**src/rtl/network_rx_pad_strip.sv**
```systemverilog
// network_rx_pad_strip
// Removes Ethernet minimum-size padding from received frames. For IPv4 frames, tkeep and tlast
// are trimmed to exactly 14 + IPv4 total_length bytes, and any beats after that are dropped.
// All other frames pass through unchanged. There is one registered output stage, so latency is
// one cycle.
//
// Ports
//   aclk, aresetn        CMAC user clock (rclk domain), asynchronous active-low reset
//   s_axis_*             RX stream in (tvalid/tready/tdata/tkeep/tlast); byte 0 = tdata[7:0]
//   m_axis_*             RX stream out, same signal set
//   trim_cnt             frames whose keep/length was reduced (saturating)
//   short_cnt            IPv4 frames that ended before 14 + total_length bytes (saturating)
module network_rx_pad_strip #(
  parameter int unsigned DATA_BITS = 512,
  parameter int unsigned CNT_BITS  = 32,
  parameter bit          EN_STRIP  = 1'b1
) (
  input  logic                   aclk,
  input  logic                   aresetn,
  input  logic                   s_axis_tvalid,
  output logic                   s_axis_tready,
  input  logic [DATA_BITS-1:0]   s_axis_tdata,
  input  logic [DATA_BITS/8-1:0] s_axis_tkeep,
  input  logic                   s_axis_tlast,
  output logic                   m_axis_tvalid,
  input  logic                   m_axis_tready,
  output logic [DATA_BITS-1:0]   m_axis_tdata,
  output logic [DATA_BITS/8-1:0] m_axis_tkeep,
  output logic                   m_axis_tlast,
  output logic [CNT_BITS-1:0]    trim_cnt,
  output logic [CNT_BITS-1:0]    short_cnt
);

  localparam int unsigned KeepBits = DATA_BITS / 8;
  localparam int unsigned KbW      = $clog2(KeepBits + 1);
  localparam int unsigned RemW     = 17;

  typedef enum logic [1:0] {StFirst, StPass, StTrim, StDiscard} state_e;

  state_e                state_q, state_d;
  logic [RemW-1:0]       rem_q, rem_d;
  logic                  valid_q, valid_d;
  logic [DATA_BITS-1:0]  data_q, data_d;
  logic [KeepBits-1:0]   keep_q, keep_d;
  logic                  last_q, last_d;
  logic [CNT_BITS-1:0]   trim_q, trim_d;
  logic [CNT_BITS-1:0]   short_q, short_d;

  logic                  out_ready, accept, do_trim, head_ipv4;
  logic                  trim_inc, short_inc;
  logic [15:0]           etype, tot_len;
  logic [KbW-1:0]        kb;
  logic [RemW-1:0]       kb_ext, rem_cur;
  logic [KeepBits-1:0]   trim_mask, out_keep;
  logic                  out_last;

  assign out_ready     = !valid_q || m_axis_tready;
  // Discarded beats never reach the output register, so they need no free output slot.
  assign s_axis_tready = (state_q == StDiscard) || out_ready;
  assign accept        = s_axis_tvalid && s_axis_tready;

  assign etype     = {s_axis_tdata[103:96], s_axis_tdata[111:104]};
  assign tot_len   = {s_axis_tdata[135:128], s_axis_tdata[143:136]};
  assign head_ipv4 = EN_STRIP && (etype == 16'h0800) && (tot_len >= 16'd20);

  always_comb begin
    kb = '0;
    for (int i = 0; i < KeepBits; i++) begin
      kb = kb + KbW'(s_axis_tkeep[i]);
    end
  end

  assign kb_ext  = RemW'(kb);
  // On the head beat, the remaining count comes straight from the header, so one-beat frames
  // are trimmed in the same cycle they arrive.
  assign rem_cur = (state_q == StFirst) ? RemW'(tot_len) + RemW'(14) : rem_q;
  assign do_trim = (state_q == StTrim) || ((state_q == StFirst) && head_ipv4);
  // Only used when rem_cur < kb, so the shift stays within the keep width.
  assign trim_mask = ~({KeepBits{1'b1}} << rem_cur);

  always_comb begin
    state_d   = state_q;
    rem_d     = rem_q;
    valid_d   = valid_q;
    data_d    = data_q;
    keep_d    = keep_q;
    last_d    = last_q;
    out_keep  = s_axis_tkeep;
    out_last  = s_axis_tlast;
    trim_inc  = 1'b0;
    short_inc = 1'b0;

    if (out_ready) valid_d = 1'b0;

    if (accept) begin
      if (state_q == StDiscard) begin
        if (s_axis_tlast) state_d = StFirst;
      end else if (do_trim) begin
        if (rem_cur > kb_ext) begin
          if (s_axis_tlast) begin
            short_inc = 1'b1;
            state_d   = StFirst;
          end else begin
            rem_d   = rem_cur - kb_ext;
            state_d = StTrim;
          end
        end else begin
          out_last = 1'b1;
          if (rem_cur < kb_ext) out_keep = trim_mask;
          trim_inc = !s_axis_tlast || (rem_cur < kb_ext);
          state_d  = s_axis_tlast ? StFirst : StDiscard;
        end
      end else begin
        state_d = s_axis_tlast ? StFirst : StPass;
      end

      if (state_q != StDiscard) begin
        valid_d = 1'b1;
        data_d  = s_axis_tdata;
        keep_d  = out_keep;
        last_d  = out_last;
      end
    end

    trim_d  = (trim_inc && (trim_q != '1)) ? trim_q + 1'b1 : trim_q;
    short_d = (short_inc && (short_q != '1)) ? short_q + 1'b1 : short_q;
  end

  always_ff @(posedge aclk or negedge aresetn) begin
    if (!aresetn) begin
      state_q <= StFirst;
      rem_q   <= '0;
      valid_q <= 1'b0;
      data_q  <= '0;
      keep_q  <= '0;
      last_q  <= 1'b0;
      trim_q  <= '0;
      short_q <= '0;
    end else begin
      state_q <= state_d;
      rem_q   <= rem_d;
      valid_q <= valid_d;
      data_q  <= data_d;
      keep_q  <= keep_d;
      last_q  <= last_d;
      trim_q  <= trim_d;
      short_q <= short_d;
    end
  end

  assign m_axis_tvalid = valid_q;
  assign m_axis_tdata  = data_q;
  assign m_axis_tkeep  = keep_q;
  assign m_axis_tlast  = last_q;
  assign trim_cnt      = trim_q;
  assign short_cnt     = short_q;

endmodule

```
**config.mk**
```make
export PLATFORM = sky130hd
export DESIGN_NAME = network_rx_pad_strip
export DESIGN_NICKNAME = d
export VERILOG_FILES = /design/src/rtl/network_rx_pad_strip.sv
export SDC_FILE = /design/constraint.sdc
export NUM_CORES = 2
export LEC_CHECK = 0
export BUFFER_PORTS_ARGS = -buffer_cell sky130_fd_sc_hd__buf_2
export CAP_MARGIN = 20
export CORE_AREA = 2 2 476 478
export DETAILED_ROUTE_END_ITERATION = 12
export DIE_AREA = 0 0 478 480
export PLACE_DENSITY_LB_ADDON = 0.3
export SYNTH_ARGS = -nofsm -noshare
export SYNTH_HDL_FRONTEND = slang
export SYNTH_SLANG_ARGS = --single-unit
```
**constraint.sdc**
```tcl
create_clock -name aclk -period 5.62 [get_ports aclk]
set_clock_uncertainty 0.05 [all_clocks]
set_input_delay 1.124 -clock aclk [delete_from_list [all_inputs] [get_ports aclk]]
set_output_delay 1.124 -clock aclk [all_outputs]
set_load 0.02 [all_outputs]
```
==> impl_results.md <==
- Min-delay worst type: primary input to async pin
- Gate power share: roughly three fifths
- Final cell count without fillers: 7680
- Detailed Routing Iterations Pass 1: 5
- Gr ovfl total: 0
- Register area share after synthesis: 56.7%
- Prevailing post-synth register cell: dfrtp_1
- Starting Density: 13.0%
- FMAX: around 130 MHz
- Synth Instances: roughly 3300
- Tmin final: 7.89 ns
- Placed Area: 40000 um2
- Chip height: 480 um
- Io pins: roughly 1200
- Via density: about 3.8
- Critical-path maximum fanout: 6
- Detail Placement HPWL: 146000 um
- Vias in the first global route: approximately 29000
- Final hold vios: 0
- Core area: 224000 um2
- Final ANT Viol Nets: 0
- First-pass GRT wire length: 247000 um
- EDFF count, synth: 0
- Max-cap violations: 0
- Num Clock Sinks: 661
- Layout area overhead: 53.9%
- Ys Warns: 0
- Crit-path slowest cell: fa_2
- Top Layer Used: met5
- Cell variety after synth: 67
- Most frequent cell after synthesis: nand2_1
- Cell leakage power: 23.8 nW
- Fin worst setup slack: -2.27 ns
- Root buf cell: clkbuf_16
- Post-Route M1 WL: 67200 um
- CTS buffer count: 88
- TritonCTS clock tree: built
- H-tree depth: 3
- Net Sw Frac: 42.8%
- DRC Markers: 0
- Clk buf depth: 3
- Worst Tran Pin Value: around 1.1 ns
- Peak supply drop: between 0.0015 and 0.002 V
- Row count: 174
- Chip Width: 478 um
- Synth top cells by count: 1647 x nand2_1, 661 x dfrtp_1, 158 x clkbuf_1
- FF+latch count, synth: 661
- Total Routed Length: about 180000 um
- Arrival @ worst endpoint: 8.47 ns
- Fin util: between 20% and 30%
- Share of cells above drive strength 1: 37.8%
- Synthesized area: between 20000 and 30000 um2
- Switching pwr: between 10 and 15 mW
- Int Power: 16.8 mW
- Worst EP required: 6.20 ns
- Synth area leader: dfrtp_1
- Post-route cell area: 44900 um2
- Wirelength per Cell: between 20 and 25 um
- DIE AREA: between 200000 and 250000 um2
- CP dominant cell by count: fa_1
- Via count: about 29000
- Final Setup Violations: 147
- DR WL met2: just over 90000 um
- Dpl cells: 7454
- Relative slew slack: 26.0%
- Iteration-0 DRC Markers: 1732
- IO buf count: 1223
- Post-synth ARST share: 100%
- GRT Total Usage: 15.2%
- Post-Syn Nets: 3946
- Clock Latency Late Sink: 0.71 ns
- CP Capture Type: flop
- Routability cong.: 0.931
- Power per cell area: 654 nW/um2
- Seq pwr share: between 20% and 30%
- Largest net degree at the start of global routing: 160
- Crit Path Class: primary input to flop
- Clock-pin transition on the worst setup and hold timing paths: ~0.07 ns
- CP Launch Type: primary input
- Mean post-synth cell area: approximately 8.9 um2
- Power Total: between 20 and 30 mW
- Hold buffers post-CTS: 0
- Pins Over Slew Limit: 0
- Fin crit share: 140%
- Status: complete, but fails checks
- Ranking of synthesized cells by area: dfrtp_1 57%, nand2_1 21%, fa_1 3.8%
- Post-synth top area share: about 57%
- Max stage delay on crit path: about 0.62 ns
- Failing checks: setup timing
- DR WL met3: approximately 15000 um
- RSZ-0062 raised after global routing: yes
- Layout Nets: around 5300
- Clock share of power: 20.6%
- Initial antenna violation count: around 120
-- critical path, delay by kind of cell --
kind                       cells  cell delay (ns)
buffers and inverters         12             1.11
xor gates and xnor gates       1             0.15
adders and majority gates     11             4.87
AOI/OAI and AO/OA              5             0.78
and+or+nand+nor                4             0.42
-- cell families (layout without fill, tap and decap cells) --
| group | count (synthesis) | count (layout) | synth area share, % |
|---|---|---|---|
| compound gates | 189 | 189 | 4.35 |
| xor+xnor | 87 | 87 | 2.61 |
| fa+ha+maj | 80 | 80 | 4.85 |
| buf+inv | 287 | 1667 | 3.81 |
| flops | 661 | 661 | 56.7 |
| mux | 12 | 12 | 0.420 |
| other cells | 0 | 23 | 0 |
| simple gates | 1969 | 1969 | 27.3 |
-- cells in the final DEF (no fill, tap or decap), types with 28 or more instances in the layout --
cell type / count
buf_6: 31
nor2_1: 61
buf_2: 1220
o21ai_1: 28
nand2_1: 1627
nand3_1: 33
fa_1: 51
inv_1: 98
clkbuf_16: 92
dfrtp_1: 661
xor2_1: 65
o21ai_0: 30
buf_4: 102
nor3_4: 32
-- per-stage QoR --
step           TNS, ns  setup WS, ns  hold slack (ns)
3_5_place_dp   -440.16         -3.16            0.407
3_3_place_gp   -433.41         -3.10            0.402
4_1_cts        -299.07         -2.17            0.301
5_1_grt        -341.20         -2.44            0.334
2_1_floorplan  -339.73         -2.43            0.391
6_report       -314.51         -2.27            0.324
-- worst paths after layout --
check / from / end / slack (ns) / cells past startpoint
setup / recovery: s_axis_tkeep[47] / m_axis_tkeep[38]$_DFFE_PN0P_ / -2.27 / 33
max in group asynchronous: aresetn / m_axis_tdata[234]$_DFFE_PN0P_ / 3.96 / 2
setup reg to reg: state_q[0]$_DFFE_PN0P_ / m_axis_tkeep[38]$_DFFE_PN0P_ / 1.77 / 16
min in group aclk: m_axis_tdata[445]$_DFFE_PN0P_ / m_axis_tdata[445]$_DFFE_PN0P_ / 0.42 / 2
hold reg to reg: m_axis_tdata[445]$_DFFE_PN0P_ / m_axis_tdata[445]$_DFFE_PN0P_ / 0.42 / 2
hold / removal: aresetn / trim_cnt[6]$_DFFE_PN0P_ / 0.32 / 1
-- area by class of cell --
type | instances | area (um2)
Sequential cell | 661 | 16500
Multi-Input combinational cell | 2337 | 13000
Fill cell | 25000 | 179000
Inverter | 110 | 423
Timing Repair Buffer | 1397 | 8110
Antenna cell | 23 | 57.6
Clock inverter | 38 | 484
Tap cell | 2992 | 3740
Clock buffer | 122 | 2540
-- power groups by stage --
stage	Sequential, mW	Combinational [mW]	Clock, mW
floorplan	7.02	8.51	0
global placement	6.14	15.6	0
detailed placement	6.15	15.7	0
CTS	6.10	17.0	6.28
global route	6.20	18.8	6.45
finish	6.10	17.2	6.04
-- flip-flops by register name, summed over array words and instances (netlist names) --
register       cells
m_axis_tvalid      1
m_axis_tdata     512
short_cnt         32
m_axis_tlast       1
trim_cnt          32
m_axis_tkeep      64
rem_q             17
state_q            2
-- timing repair --
| action | in CTS | in global routing |
|---|---|---|
| resized for setup | 215 | 114 |
| buffers inserted | 19 | 18 |
| endpoints found under the setup margin | 147 | 147 |
| pin swaps | 86 | 78 |
| gates cloned | 13 | 1 |
-- routing by layer --
metal / track usage, % / up-vias
li1: - / 13100
met1: 17.0 / 14200
met2: 27.3 / 1319
met3: 4.47 / 383
met4: 5.44 / 12
met5: 0 / -
No activity file was read; power rests on OpenSTA's default activity.
